## src/rtl/sdram_pkg.sv

```systemverilog
// Shared SDRAM definitions: command encodings, refresh FSM states and default
// timing used by the init, writer, reader and refresh controllers.
package sdram_pkg;

    // {cs_n, ras_n, cas_n, we_n}
    typedef enum logic [3:0] {
        CMD_NOP          = 4'b0111,
        CMD_PRECHARGE    = 4'b0010,
        CMD_AUTO_REFRESH = 4'b0001,
        CMD_DESELECT     = 4'b1111
    } sdram_cmd_t;

    typedef enum logic [2:0] {
        RF_IDLE,
        RF_PRE,
        RF_WAIT_RP,
        RF_REF,
        RF_WAIT_RFC
    } refresh_state_t;

    localparam int unsigned REFRESH_INTERVAL_DEF = 1000;
    localparam int unsigned T_RP_DEF             = 3;
    localparam int unsigned T_RFC_DEF            = 9;
    localparam int unsigned MAX_PENDING_DEF      = 8;
    localparam int unsigned URGENT_LEVEL_DEF     = 4;

    function automatic int unsigned max_u(input int unsigned a, input int unsigned b);
        return (a > b) ? a : b;
    endfunction

endpackage

```

## src/rtl/refresh_tick_gen.sv

```systemverilog
// Refresh interval counter: advances only while enabled and emits a single
// tick on the cycle it wraps from INTERVAL-1 back to zero.
module refresh_tick_gen #(
    parameter int unsigned INTERVAL = 1000
) (
    input  logic clk,
    input  logic reset,
    input  logic enable_i,
    output logic tick_o
);

    localparam int unsigned CNT_W = (INTERVAL > 1) ? $clog2(INTERVAL) : 1;
    localparam logic [CNT_W-1:0] LAST = CNT_W'(INTERVAL - 1);

    logic [CNT_W-1:0] cnt_q, cnt_d;

    assign tick_o = enable_i && (cnt_q == LAST);

    always_comb begin
        // NOTE: assign the default before any condition so no path leaves cnt_d unassigned (otherwise a latch is inferred).
        cnt_d = cnt_q;
        if (enable_i) begin
            cnt_d = tick_o ? '0 : cnt_q + CNT_W'(1);
        end
    end

    always_ff @(posedge clk or posedge reset) begin
        // NOTE: non-blocking assignments so every flop samples pre-edge values regardless of statement order.
        if (reset) begin
            cnt_q <= '0;
        end else begin
            cnt_q <= cnt_d;
        end
    end

endmodule

```

## src/rtl/sdram_refresh_ctrl.sv

```systemverilog
// Auto-refresh scheduler: accrues pending refreshes, arbitrates for the shared
// command bus and issues PRECHARGE ALL followed by a burst of AUTO REFRESH.
module sdram_refresh_ctrl
    import sdram_pkg::*;
#(
    parameter int unsigned REFRESH_INTERVAL = REFRESH_INTERVAL_DEF,
    parameter int unsigned T_RP             = T_RP_DEF,
    parameter int unsigned T_RFC            = T_RFC_DEF,
    parameter int unsigned MAX_PENDING      = MAX_PENDING_DEF,
    parameter int unsigned URGENT_LEVEL     = URGENT_LEVEL_DEF
) (
    input  logic        clk,
    input  logic        reset,
    input  logic        enable,
    input  logic        grant,
    output logic        refresh_req,
    output logic        refresh_busy,
    output logic        urgent,
    output logic        overflow,
    output logic        refresh_done,
    output logic        cs_n,
    output logic        ras_n,
    output logic        cas_n,
    output logic        we_n,
    output logic [11:0] addr,
    output logic [1:0]  ba,
    output logic        cke
);

    localparam int unsigned PEND_W = $clog2(MAX_PENDING + 1);
    localparam int unsigned WAIT_W = $clog2(max_u(T_RP, T_RFC) + 1);
    localparam logic [PEND_W-1:0] PEND_MAX  = PEND_W'(MAX_PENDING);
    localparam logic [PEND_W-1:0] PEND_URG  = PEND_W'(URGENT_LEVEL);
    // Wait counters count down to zero, so load one less than the NOP count.
    localparam logic [WAIT_W-1:0] RP_LOAD   = WAIT_W'((T_RP > 1) ? T_RP - 2 : 0);
    localparam logic [WAIT_W-1:0] RFC_LOAD  = WAIT_W'((T_RFC > 1) ? T_RFC - 2 : 0);

    refresh_state_t    state_q, state_d;
    sdram_cmd_t        cmd_q, cmd_d;
    logic [WAIT_W-1:0] wait_q, wait_d;
    logic [PEND_W-1:0] pending_q, pending_d;
    logic              a10_q, a10_d;
    logic              busy_q, busy_d;
    logic              done_q, done_d;
    logic              req_q, req_d;
    logic              urgent_q, urgent_d;
    logic              overflow_q, overflow_d;
    logic              tick, issue, rfc_end;

    refresh_tick_gen #(
        .INTERVAL (REFRESH_INTERVAL)
    ) u_tick_gen (
        .clk      (clk),
        .reset    (reset),
        .enable_i (enable),
        .tick_o   (tick)
    );

    always_comb begin
        state_d = state_q;
        wait_d  = wait_q;
        cmd_d   = CMD_NOP;
        a10_d   = 1'b0;
        busy_d  = 1'b1;
        done_d  = 1'b0;
        rfc_end = 1'b0;
        unique case (state_q)
            RF_IDLE: begin
                cmd_d  = CMD_DESELECT;
                busy_d = 1'b0;
                if (req_q && grant) begin
                    state_d = RF_PRE;
                    cmd_d   = CMD_PRECHARGE;
                    a10_d   = 1'b1;
                    busy_d  = 1'b1;
                end
            end
            RF_PRE: begin
                if (T_RP > 1) begin
                    state_d = RF_WAIT_RP;
                    wait_d  = RP_LOAD;
                end else begin
                    state_d = RF_REF;
                    cmd_d   = CMD_AUTO_REFRESH;
                end
            end
            RF_WAIT_RP: begin
                if (wait_q == '0) begin
                    state_d = RF_REF;
                    cmd_d   = CMD_AUTO_REFRESH;
                end else begin
                    wait_d = wait_q - WAIT_W'(1);
                end
            end
            RF_REF: begin
                if (T_RFC > 1) begin
                    state_d = RF_WAIT_RFC;
                    wait_d  = RFC_LOAD;
                end else begin
                    rfc_end = 1'b1;
                end
            end
            RF_WAIT_RFC: begin
                if (wait_q == '0) begin
                    rfc_end = 1'b1;
                end else begin
                    wait_d = wait_q - WAIT_W'(1);
                end
            end
            default: begin
                state_d = RF_IDLE;
                cmd_d   = CMD_DESELECT;
                busy_d  = 1'b0;
            end
        endcase

        // Catch up the backlog without re-precharging while the reader still yields.
        if (rfc_end) begin
            if (pending_q != '0 && grant) begin
                state_d = RF_REF;
                cmd_d   = CMD_AUTO_REFRESH;
            end else begin
                state_d = RF_IDLE;
                cmd_d   = CMD_DESELECT;
                busy_d  = 1'b0;
                done_d  = 1'b1;
            end
        end
    end

    assign issue = (cmd_d == CMD_AUTO_REFRESH) && (pending_q != '0);

    always_comb begin
        pending_d  = pending_q;
        overflow_d = overflow_q;
        if (tick && !issue) begin
            if (pending_q == PEND_MAX) begin
                overflow_d = 1'b1;
            end else begin
                pending_d = pending_q + PEND_W'(1);
            end
        end else if (issue && !tick) begin
            pending_d = pending_q - PEND_W'(1);
        end
        urgent_d = (pending_d >= PEND_URG);
        req_d    = enable && (pending_q != '0) && (state_d == RF_IDLE);
    end

    always_ff @(posedge clk or posedge reset) begin
        if (reset) begin
            state_q    <= RF_IDLE;
            cmd_q      <= CMD_DESELECT;
            wait_q     <= '0;
            pending_q  <= '0;
            a10_q      <= 1'b0;
            busy_q     <= 1'b0;
            done_q     <= 1'b0;
            req_q      <= 1'b0;
            urgent_q   <= 1'b0;
            overflow_q <= 1'b0;
        end else begin
            state_q    <= state_d;
            cmd_q      <= cmd_d;
            wait_q     <= wait_d;
            pending_q  <= pending_d;
            a10_q      <= a10_d;
            busy_q     <= busy_d;
            done_q     <= done_d;
            req_q      <= req_d;
            urgent_q   <= urgent_d;
            overflow_q <= overflow_d;
        end
    end

    assign {cs_n, ras_n, cas_n, we_n} = cmd_q;
    assign addr         = {1'b0, a10_q, 10'b0};
    assign ba           = 2'b00;
    assign cke          = 1'b1;
    assign refresh_req  = req_q;
    assign refresh_busy = busy_q;
    assign urgent       = urgent_q;
    assign overflow     = overflow_q;
    assign refresh_done = done_q;

endmodule

```

## config.mk

```make
export PLATFORM = sky130hd
export DESIGN_NAME = sdram_refresh_ctrl
export DESIGN_NICKNAME = d
export VERILOG_FILES = /design/src/rtl/sdram_pkg.sv /design/src/rtl/refresh_tick_gen.sv /design/src/rtl/sdram_refresh_ctrl.sv
export SDC_FILE = /design/constraint.sdc
export NUM_CORES = 1
export LEC_CHECK = 0
export ABC_AREA = 1
export ABC_CLOCK_PERIOD_IN_PS = 2800
export CORE_ASPECT_RATIO = 0.5
export CORE_MARGIN = 4
export CORE_UTILIZATION = 35
export CTS_BUF_LIST = sky130_fd_sc_hd__clkbuf_4 sky130_fd_sc_hd__clkbuf_8 sky130_fd_sc_hd__clkbuf_16
export CTS_CLUSTER_DIAMETER = 80
export CTS_CLUSTER_SIZE = 24
export DETAILED_ROUTE_END_ITERATION = 10
export PLACE_DENSITY_LB_ADDON = 0.15
export SYNTH_ARGS = -nofsm -noshare
export SYNTH_HDL_FRONTEND = slang
export SYNTH_HIERARCHICAL = 1
export SYNTH_SLANG_ARGS = --single-unit
```

## constraint.sdc

```tcl
create_clock -name clk -period 2.8 [get_ports clk]
set_clock_uncertainty 0.1 [all_clocks]
set_input_delay 0.42 -clock clk [delete_from_list [all_inputs] [get_ports clk]]
set_output_delay 0.42 -clock clk [all_outputs]
set_load 0.02 [all_outputs]
```

==> results.txt <==
The flow ran to the end, and the final reports show no timing, DRC or antenna violations. The share of synthesized cell area in full adder, half adder and majority cells came out at 4.77%. The final HPWL from detailed placement is 2370 um. For this design the ratio of total power to cell area is 971 mW/mm^2. The routed design has 3140 um of wire. For this run, design rule violations remaining after detail routing come to 0.

Setup slack closes at approximately 0.6 ns. The CTS sink count is 31. The number of vias per cell after detailed routing is 4.37. The share of final-layout standard cells stronger than drive strength 1 came out at 17.1%. Setup repair after global routing left no endpoint under its margin. The final layout contains 250 nets. Max-cap violations in this run came to 0. Yosys instantiated no cell more often than sky130_fd_sc_hd__nand2_1. The die area came out at 0.00654 sq mm. The overall power consumption came out at slightly above 2 mW. The remaining antenna violation count is 0. The clock buffer count from CTS is 5. Counting flops and latches in the post-synthesis netlist gives 31. The worst-case register-to-register setup slack is 0.59 ns.

The worst setup path category is flip-flop to flip-flop. The relative area change from synthesis to final layout is 13.8%. The depth of the worst register-to-register path came out at 13. The final instance count without filler cells came out at 310. At the end of routability-driven placement, the weighted congestion stood at 0.891. VDD sags by at most approximately 0.27 mV. The data required time of the worst path came out at 2.86 ns. The quantity of I/O buffers inserted on ports came out at 13. In this run the worst hold path is classified as primary input to async pin.

After detailed routing, the average wire length per cell comes to 10.1 um. TritonCTS built the clock tree. The number of global-route vias before repair is 1252.

The warning count from the yosys run came out at 6. The critical-path cell with the highest stage delay is sky130_fd_sc_hd__dfrtp_1. The total stage count of the critical path is 13. The share of the core filled with cells is 41.8%. The number of buffers and inverters on the critical path is 2. In this run the cell area of the synthesized design comes to 0.00184 sq mm. 28 I/O pins were placed. For this configuration, the core starts out at a cell density of 36.7%. The total count of max-transition violations in the final report is 0. The critical path starts at pending_q[0]. Clock tree synthesis selected as its root buffer the cell sky130_fd_sc_hd__clkbuf_8. The wire length of the first global-routing pass came out at about 5500 um. After synthesis, flip-flops and latches occupy 42.5% of the total area. The worst setup path is launched from a flip-flop. The worst flop-to-flop path startpoint is pending_q[0]. From bottom edge to top edge, the die measures roughly 59 um. The DRC marker count from the first detailed-route iteration is 45.

The number of optimization iterations in the first detailed-route pass is 4. The endpoint identified for the worst register-to-register timing path is urgent. The placement row count is 18. The global-route congestion overflow total is 0. The average instance in the mapped netlist occupies 8.31 sq um.

The top achievable clock speed came out at between 0.4 and 0.5 GHz. The share of synthesized flip-flops with an asynchronous set or reset is 100%. The cell leakage power came out at 1.06 nW.

The multiplexer share of the synthesized area came out at 0%. After technology mapping, the gate count stands at between 200 and 250. The measured slew at the worst slew-check pin came out at roughly 0.8 ns.

The H-tree depth reported by CTS is 2. The most used flip-flop cell after synthesis is sky130_fd_sc_hd__dfrtp_1. The clock latency reported for the late side of the worst-skew pair is 0.28 ns.

The count of distinct cell types in the synthesized netlist is 30. The kind of cell with the highest combined delay along the critical path is simple AND/OR/NAND/NOR gates. STA classifies the critical path endpoint as a flip-flop. The biggest area contributor in the post-synthesis netlist is sky130_fd_sc_hd__dfrtp_1. Of the post-synthesis cell area, the dominant cell type holds about 37%. The number of failing hold endpoints at the final stage came out at 0. Timing analysis after detailed placement gives a worst setup slack of roughly 0.48 ns. Buffers added to address setup during post-CTS repair amount to 0. The setup TNS after final layout came out at 0 ns. The initial antenna violation count came out at 0. Clock-pin slew was measured on the worst setup and hold paths at 0.07 ns.

The most frequent cell on the critical path is sky130_fd_sc_hd__nand2_1. The final setup violation count is 0. After synthesis, the largest family of logic cells by area is simple AND/OR/NAND/NOR gates. The core area is 0.00500 sq mm. After Yosys synthesis, and, or, nand and nor cells account for 33.7% of the synthesized area.

The post-cts resize count came out at 0. The largest stage delay on the critical path is 0.40 ns. The maximum number of pins on one net before global-route repair came out at 22. The largest fanout on the critical path is 5. The number of flops mapped to enable cells by yosys is 0. The total number of vias came out at 1354. The worst path arrival time is between 2 and 2.5 ns.

The worst path uses 79.1% of the clock period. The overall track demand over capacity in global routing is approximately a tenth. The count of placed standard cells including taps came out at between 300 and 400. The shortest clock period the worst path allows after layout came out at 2.21 ns. The signal on the critical path passes through inv_1 > ha_1 > nand3_1 > nand2_1 > nand2_2 > nand4_1 > inv_1 > ha_1 > nand2_1 > nand2_1 > nand3_1 > nand2_1 > nand3b_1.

The maximum buffer depth of the clock tree came out at 2. The share of the synthesized netlist area taken by xor and xnor gates is less than 1%. The area fraction in compound gates after synthesis is 4.77%. The overall die width came out at ~110 um.

In this run, post-CTS hold repair placed 0 buffers. The number of antenna diodes in the final layout is 0. The worst slew margin relative to its limit is 46.7%. Sorting the synthesized cells by area gives the leading types as sky130_fd_sc_hd__dfrtp_1 (37%), sky130_fd_sc_hd__nand2_1 (11%), sky130_fd_sc_hd__buf_4 (6.1%), sky130_fd_sc_hd__dfstp_2 (5.7%), sky130_fd_sc_hd__inv_1 (5.7%). Sorting the synthesized cells by how often they occur yields sky130_fd_sc_hd__nand2_1 (52), sky130_fd_sc_hd__inv_1 (28), sky130_fd_sc_hd__dfrtp_1 (27). Following the worst setup path forward leads to its endpoint at urgent.
[power by group]
| part | leakage (nW) | switching [mW] | total (mW) | internal, mW |
|---|---|---|---|---|
| combinational | 0.634 | 0.539 | 0.889 | 0.350 |
| sequential | 0.373 | 0.154 | 0.770 | 0.616 |
| clock | 0.0517 | 0.159 | 0.367 | 0.208 |
| total | 1.06 | 0.853 | 2.03 | 1.17 |
[layout make-up]
cell class	instances	area, sq um
flip-flops and latches	31	781
multi-input cells	154	863
fillers	511	2910
well taps	70	87.6
repair buffers	14	138
clock buffers	7	90.1
clock inverters	1	5.00
inverters	33	124
[metrics by stage]
stage,area [sq um],hold slack [ns]
after floorplan,1880,0.160
after global placement,1990,0.351
after detailed placement,1990,0.351
after CTS,2090,0.359
after global routing,2090,0.387
final,2090,0.353
[cells by family (layout without fill, tap and decap cells)]
kind of cell,Yosys count,after routing
flip-flops,31,31
XOR/XNOR,2,2
other,2,14
AO/OA/AOI/OAI,15,15
buffers and inverters,48,55
adder cells (fa/ha/maj),7,7
AND/OR/NAND/NOR,116,116
[flip-flops by register name, summed over array words and instances, names as in the netlist, named ones only]
signal            flops
wait_q                4
u_tick_gen/cnt_q     10
a10_q                 1
state_q               3
refresh_done          1
overflow              1
urgent                1
pending_q             3
cmd_q                 4
refresh_busy          1
refresh_req           1
[metal layers]
metal  GRT usage, %  up-vias  wire length, um
met5              0        -                0
met4           5.96        0               59
met3           3.36        4              198
met2           17.3       31             1430
met1           12.9      619             1450
li1               -      700                -
[cell usage in the layout, fill, tap and decap left out]
cell type	n
sky130_fd_sc_hd__dfstp_2	4
sky130_fd_sc_hd__nand2_4	4
sky130_fd_sc_hd__nor3b_1	1
sky130_fd_sc_hd__nand3_2	3
sky130_fd_sc_hd__or2_2	1
sky130_fd_sc_hd__xor2_1	2
sky130_fd_sc_hd__o21ai_2	2
sky130_fd_sc_hd__dfrtp_1	27
sky130_fd_sc_hd__a22oi_1	1
sky130_fd_sc_hd__o21ai_0	3
sky130_fd_sc_hd__nor2_4	5
sky130_fd_sc_hd__nand3_1	17
sky130_fd_sc_hd__ha_1	7
sky130_fd_sc_hd__a21oi_1	6
sky130_fd_sc_hd__conb_1	14
sky130_fd_sc_hd__nor3b_4	1
sky130_fd_sc_hd__clkbuf_4	1
sky130_fd_sc_hd__nand2_2	2
sky130_fd_sc_hd__clkbuf_8	6
sky130_fd_sc_hd__o22ai_1	1
sky130_fd_sc_hd__inv_2	5
sky130_fd_sc_hd__buf_4	1
sky130_fd_sc_hd__clkinv_2	1
sky130_fd_sc_hd__o21ai_1	1
sky130_fd_sc_hd__inv_1	28
sky130_fd_sc_hd__nor3_1	1
sky130_fd_sc_hd__nor2_1	16
sky130_fd_sc_hd__nand3_4	1
sky130_fd_sc_hd__clkdlybuf4s50_1	13
sky130_fd_sc_hd__a31oi_1	1
sky130_fd_sc_hd__nand4_1	5
sky130_fd_sc_hd__nand2_1	52
sky130_fd_sc_hd__nand3b_1	3
sky130_fd_sc_hd__nor2_2	4
[worst min path at each step]
stage,to,slack (ns),cells past startpoint,from
2_1_floorplan,u_tick_gen/cnt_q[0],0.16,1,reset
5_1_grt,u_tick_gen/cnt_q[7],0.39,2,reset
4_1_cts,u_tick_gen/cnt_q[7],0.36,2,reset
6_report,u_tick_gen/cnt_q[7],0.35,2,reset
3_3_place_gp,overflow,0.35,2,overflow
3_5_place_dp,overflow,0.35,2,overflow
Power figures use the tool's default switching activity.
